### config.mk
export PLATFORM = sky130hd
export DESIGN_NAME = serial_sub_nbit
export DESIGN_NICKNAME = d
export VERILOG_FILES = /design/src/rtl/serial_sub_nbit.sv
export SDC_FILE = /design/constraint.sdc
export NUM_CORES = 1
export LEC_CHECK = 0
export CAP_MARGIN = 15
export CORE_MARGIN = 2
export CORE_UTILIZATION = 30
export CTS_BUF_LIST = sky130_fd_sc_hd__clkbuf_2
export CTS_CLUSTER_DIAMETER = 120
export DETAILED_ROUTE_END_ITERATION = 8
export MAX_ROUTING_LAYER = met4
export PLACE_DENSITY = 0.53
export RECOVER_POWER = 25
export SLEW_MARGIN = 20
export SYNTH_ARGS = -nofsm -noshare
export SYNTH_HDL_FRONTEND = slang
export SYNTH_SLANG_ARGS = --single-unit
### constraint.sdc
create_clock -name clk -period 2.1 [get_ports clk]
set_input_delay 0.21 -clock clk [delete_from_list [all_inputs] [get_ports clk]]
set_output_delay 0.21 -clock clk [all_outputs]
set_load 0.02 [all_outputs]
### src/rtl/serial_sub_nbit.sv
// Bit-serial WIDTH-bit subtractor: diff = a - b - bin, one bit per clock, LSB first.
// One full-subtractor cell plus a registered borrow, with valid/ready on both sides.
module serial_sub_nbit #(
    parameter int WIDTH = 8
) (
    input  logic             clk,
    input  logic             rst_n,
    input  logic             in_valid,
    output logic             in_ready,
    input  logic [WIDTH-1:0] a,
    input  logic [WIDTH-1:0] b,
    input  logic             bin,
    output logic             out_valid,
    input  logic             out_ready,
    output logic [WIDTH-1:0] diff,
    output logic             bo,
    output logic             zero,
    output logic             ovf,
    output logic             busy
);

    localparam int CW = (WIDTH > 1) ? $clog2(WIDTH) : 1;
    localparam logic [CW-1:0] LAST = CW'(WIDTH - 1);

    typedef enum logic [1:0] {IDLE, SHIFT, DONE} state_t;

    state_t           state;
    logic [WIDTH-1:0] sa;
    logic [WIDTH-1:0] sb;
    logic             br;
    logic             amsb;
    logic             bmsb;
    logic [CW-1:0]    cnt;

    logic             d_bit;
    logic             br_next;
    logic [WIDTH-1:0] diff_next;

    // The single full-subtractor cell working on the current LSBs.
    assign d_bit     = sa[0] ^ sb[0] ^ br;
    assign br_next   = (~sa[0] & sb[0]) | (~(sa[0] ^ sb[0]) & br);
    assign diff_next = {d_bit, diff[WIDTH-1:1]};

    assign in_ready = (state == IDLE);
    assign busy     = (state != IDLE);

    always_ff @(posedge clk or negedge rst_n) begin
        if (!rst_n) begin
            state     <= IDLE;
            sa        <= '0;
            sb        <= '0;
            br        <= 1'b0;
            amsb      <= 1'b0;
            bmsb      <= 1'b0;
            cnt       <= '0;
            diff      <= '0;
            bo        <= 1'b0;
            zero      <= 1'b0;
            ovf       <= 1'b0;
            out_valid <= 1'b0;
        end else begin
            case (state)
                IDLE: begin
                    if (in_valid) begin
                        sa    <= a;
                        sb    <= b;
                        br    <= bin;
                        amsb  <= a[WIDTH-1];
                        bmsb  <= b[WIDTH-1];
                        cnt   <= '0;
                        state <= SHIFT;
                    end
                end
                SHIFT: begin
                    sa   <= sa >> 1;
                    sb   <= sb >> 1;
                    br   <= br_next;
                    diff <= diff_next;
                    cnt  <= cnt + 1'b1;
                    // Flags are taken from the final bit pattern as it enters the register.
                    if (cnt == LAST) begin
                        state     <= DONE;
                        out_valid <= 1'b1;
                        bo        <= br_next;
                        zero      <= (diff_next == '0);
                        ovf       <= (amsb != bmsb) && (diff_next[WIDTH-1] != amsb);
                    end
                end
                DONE: begin
                    if (out_ready) begin
                        out_valid <= 1'b0;
                        state     <= IDLE;
                    end
                end
                default: state <= IDLE;
            endcase
        end
    end

endmodule

; Yosys cells after proc, flatten, opt, wreduce, memory -nomap -nowiden
; Index checks and enable logic that the tools add are counted.
[totals]
out_inout_bits = 14
word_cells = 54
ff_bits = 36
[classes]
muxes = 15
reduce_logical = 11
bitwise_logic = 7
eq_ne = 8
n_addsub = 1
[op_table]
columns = cell, n
row1 = $pmux 8 s2, 2
row2 = $mux 8, 2
row3 = $logic_not 8->1, 1
row4 = $mux 2, 3
row5 = $ne 2x2->1 const B, 3
row6 = $pmux 2 s3, 1
row7 = $pmux 3 s2, 1
row8 = $reduce_and 2->1, 3
row9 = $reduce_and 3->1, 2
row10 = $reduce_bool 2->1, 3
row11 = $pmux 1 s2, 2
row12 = $add 3x1->3 const B, 1
row13 = $eq 3x3->1 const B, 1
row14 = $mux 1, 3
row15 = $mux 3, 1
row16 = $and 1x1->1, 2
row17 = $eq 2x1->1 const B, 1
row18 = $eq 2x2->1 const B, 1
row19 = $logic_not 2->1, 1
row20 = $ne 1x1->1, 2
row21 = $not 1->1, 2
row22 = $xor 1x1->1, 2
row23 = $logic_and 1x1->1, 1
row24 = $or 1x1->1, 1

; Longest topological paths before layout
[depth]
word_depth = 5
ltp_mapped = 6
ltp_nobuf = 5

; Worst setup path after synthesis
; No wires, ideal clock.
[synth_path]
path_type = register to register
start = register sa[0]
end = register ovf
setup_ps = 128
arrival_ps = 1255
n_path_buf = 0
path_stages_with_launch = 5
period_less_slack_ps = 1382
slack_ps = 718
path_cell_list = dfrtp_1 fa_1 and3b_1 a21oi_1 o21ai_1
[synth_between]
elab_chain_len = 4
[synth_rtl]
columns = item, line
row1 = "start, declared", 28  ; logic [WIDTH-1:0] sa;
row2 = "start signal, assigned", 75  ; sa <= sa >> 1;
row3 = $xor 1x1->1 (2 in series), 40  ; assign d_bit = sa[0] ^ sb[0] ^ br;
row4 = via d_bit, 35  ; logic d_bit;
row5 = $ne 1x1->1, 86  ; ovf <= (amsb != bmsb) && (diff_next[WIDTH-1] != amsb);
row6 = $logic_and 1x1->1, 86
row7 = "end signal, assigned", 86
row8 = "end, declared", 18  ; output logic ovf,
; The timed path passes the listed nets, and every way through them passes these cells.
; A chain may end at the register's enable or synchronous reset.

; Final worst setup path
[layout_path]
start = register state[1]
end = output port in_ready
[layout_between]
elab_chain_len = 1
[layout_rtl]
columns = item, line
row1 = "start, declared", 27  ; state_t state;
row2 = "start signal, assigned", 49  ; state <= IDLE;
row3 = "start signal, assigned", 71  ; state <= SHIFT;
row4 = "start signal, assigned", 82  ; state <= DONE;
row5 = $logic_not 2->1, 44  ; assign in_ready = (state == IDLE);
row6 = "end, declared", 9  ; output logic in_ready,
; No other way between the ends.

==> results.json <==
{
  "status": "complete, no violations",
  "firstDrtPassIters": 4,
  "synthesis.area_um2": 1710,
  "p_per_area_nw_per_um2": 1300,
  "grt_first_pass_wirelength_um": 6370,
  "reg2reg_to": "zero",
  "die-area_um2": 6330,
  "min_path_cells": 3,
  "io_pins": 35,
  "post-route-util": 0.391,
  "drt-wirelength-per-cell_um": 13.3,
  "fin_crit_sh": 0.886,
  "final_common_cell": "dfrtp_1",
  "synth_nets": 203,
  "drt_wl_total_um": 3820,
  "final_cell_mix": "dfrtp_1, nand2_1, clkdlybuf4s50_1, o21ai_1, a21oi_1",
  "critPathRequiredTime_ps": 1890,
  "max_freq_mhz": 537,
  "antenna_found_initial": 0,
  "drive_above_1_share": 0.0654,
  "initial_core_util": 0.311,
  "maxSlewViolCount": 0,
  "htree_levels": 2,
  "crit_arrival_ps": 1650,
  "peakVddDrop_mv": 0.330,
  "slew_headroom": 0.411,
  "grt_util_all_layers": 0.136,
  "fin_skew_ps": 32.7,
  "startpoint_type": "flip-flop",
  "postRouteAntennaNets": 0,
  "cts.path.max_buffers": 2,
  "syn_to_final_growth_pct": 25.7,
  "drt_iter0_markers": 108,
  "ys_seq_elements": 36,
  "grt_pass1_vias": 1291,
  "worstReg2RegStart": "sb[0]",
  "cp-end-kind": "primary output",
  "drc": 0,
  "dp.cells": 279,
  "period_minus_slack_ps": 1860,
  "maxCapViolCount": 0,
  "tightest_slew_ps": 883,
  "cts-buffers-inserted": 5,
  "path_cells": "nor2_2 -> clkdlybuf4s50_1",
  "slowest_stage": "clkdlybuf4s50_1",
  "cts_root_buffer": "clkbuf_2",
  "p_leak_nw": 0.927,
  "rows": 27,
  "ys_seq_area_frac": 0.526,
  "cpPeakStageDelay_ps": 620,
  "hp-start": "a[3]",
  "numPortBuffers": 34,
  "hold_slack_ps": 418,
  "clock_latency_ps": 380,
  "critPathKind": "reg -> out",
  "vias": 1351,
  "die_w_um": 79.5,
  "rrSetupSlack_ps": 510,
  "clkTransAtPathRegs_ps": 190,
  "ys_types": 26,
  "cts-resized-gates": 0,
  "overflow": 0,
  "grt_max_degree": 37,
  "nNetsFinal": 238,
  "routed_via_density": 4.72,
  "stdcell_area_um2": 2150,
  "yosys_warnings": 0,
  "r2r_cells": 5,
  "stdcell_count": 286,
  "n_antenna_cell": 0,
  "cts_hold_buf": 0,
  "gp_congestion": 0.710,
  "cts_tree": "done",
  "die-height_um": 79.5,
  "hold_viol_final": 0,
  "hold_class": "in -> reg",
  "hpwl_um": 2610,
  "avgSynthCellArea_um2": 9.56,
  "core_area_um2": 5510,
  "setup_violations": 0,
  "numClockSinks": 36,
  "fill_cells": 559,
  "setup_tns_ps": 0,
  "post_cts_buffers": 0,
  "whs_endpoint": "sa[3]",
  "path_max_fanout": 8,
  "postSynthCellCount": 179,
  "rsz0062_at_grt": "false",
  "place_area_um2": 2120
}
[where the power goes]
part | leakage, nW | total [mW] | switching (mW) | internal [mW]
Combinational | 0.441 | 1.32 | 0.694 | 0.624
Clock | 0.0239 | 0.285 | 0.216 | 0.0687
Sequential | 0.462 | 1.20 | 0.224 | 0.976
Total | 0.927 | 2.80 | 1.13 | 1.67
[worst max-delay path by stage]
| stage | from | end |
|---|---|---|
| final | state[1] | in_ready |
| after global routing | state[1] | in_ready |
| after CTS | state[1] | in_ready |
| after detailed placement | in_valid | sb[7] |
| after global placement | in_valid | sb[3] |
| after floorplan | sa[0] | ovf |
[metal layers]
metal  part of all wire  vias to the layer above  track usage
li1                   -                      689            -
met1               0.49                      639        0.180
met2               0.46                       21        0.195
met3              0.044                        2       0.0419
met4              0.011                        0       0.0569
met5                  0                        -            -
[registers in the layout, summed over array words and instances, names as in the netlist]
register	flops
amsb	1
bmsb	1
bo	1
br	1
cnt	3
diff	8
out_valid	1
ovf	1
sa	8
sb	8
state	2
zero	1
[through the flow]
step / power [mW] / worst slack (ps)
after detailed placement: 2.55 / 459
after global routing: 3.07 / 103
after global placement: 2.54 / 524
after CTS: 2.84 / 192
after floorplan: 2.07 / 718
final: 2.80 / 239
[kinds of logic after synthesis]
family,synth area share
AOI/OAI and AO/OA,0.210
and+or+nand+nor,0.165
DFF,0.526
buffers and inverters,0.0534
muxes,0.0190
adders and majority gates,0.0263
[critical path, delay by kind of cell (launching register included)]
family | cells | cell delay (ps)
simple gates | 1 | 170
buf+inv | 1 | 620
flops | 1 | 500
[cells in the mapped netlist]
cell | instances | area, µm²
nor2_1 | 3 | 11.3
o21ai_1 | 21 | 105
clkbuf_1 | 3 | 11.3
a2bb2oi_1 | 3 | 26.3
nand3b_1 | 1 | 7.51
buf_6 | 1 | 11.3
mux2_1 | 2 | 22.5
nor2_2 | 1 | 6.26
nor4_1 | 2 | 12.5
ha_1 | 2 | 25.0
fa_1 | 1 | 20.0
o21bai_1 | 1 | 7.51
and3b_1 | 1 | 8.76
buf_4 | 2 | 15.0
nor2b_1 | 17 | 106
inv_2 | 1 | 3.75
dfrtp_1 | 36 | 901
o31ai_1 | 1 | 7.51
mux2i_1 | 1 | 10.0
a22o_1 | 2 | 17.5
nand2_1 | 33 | 124
inv_1 | 4 | 15.0
a21oi_1 | 18 | 90.1
buf_2 | 7 | 35.0
a22oi_1 | 14 | 105
nand2b_1 | 1 | 6.26
[final cells by class]
cell class / instances / area (µm²) / share of cell area
flip-flops and latches: 36 / 901 / 0.419
multi-input cells: 125 / 719 / 0.334
repair buffers: 41 / 390 / 0.181
well taps: 72 / 90.1 / 0.0419
clock buffers: 5 / 25.0 / 0.0116
inverters: 5 / 18.8 / 0.00872
clock inverters: 2 / 7.51 / 0.00349
Note: power is estimated with default switching activity, not from simulation.
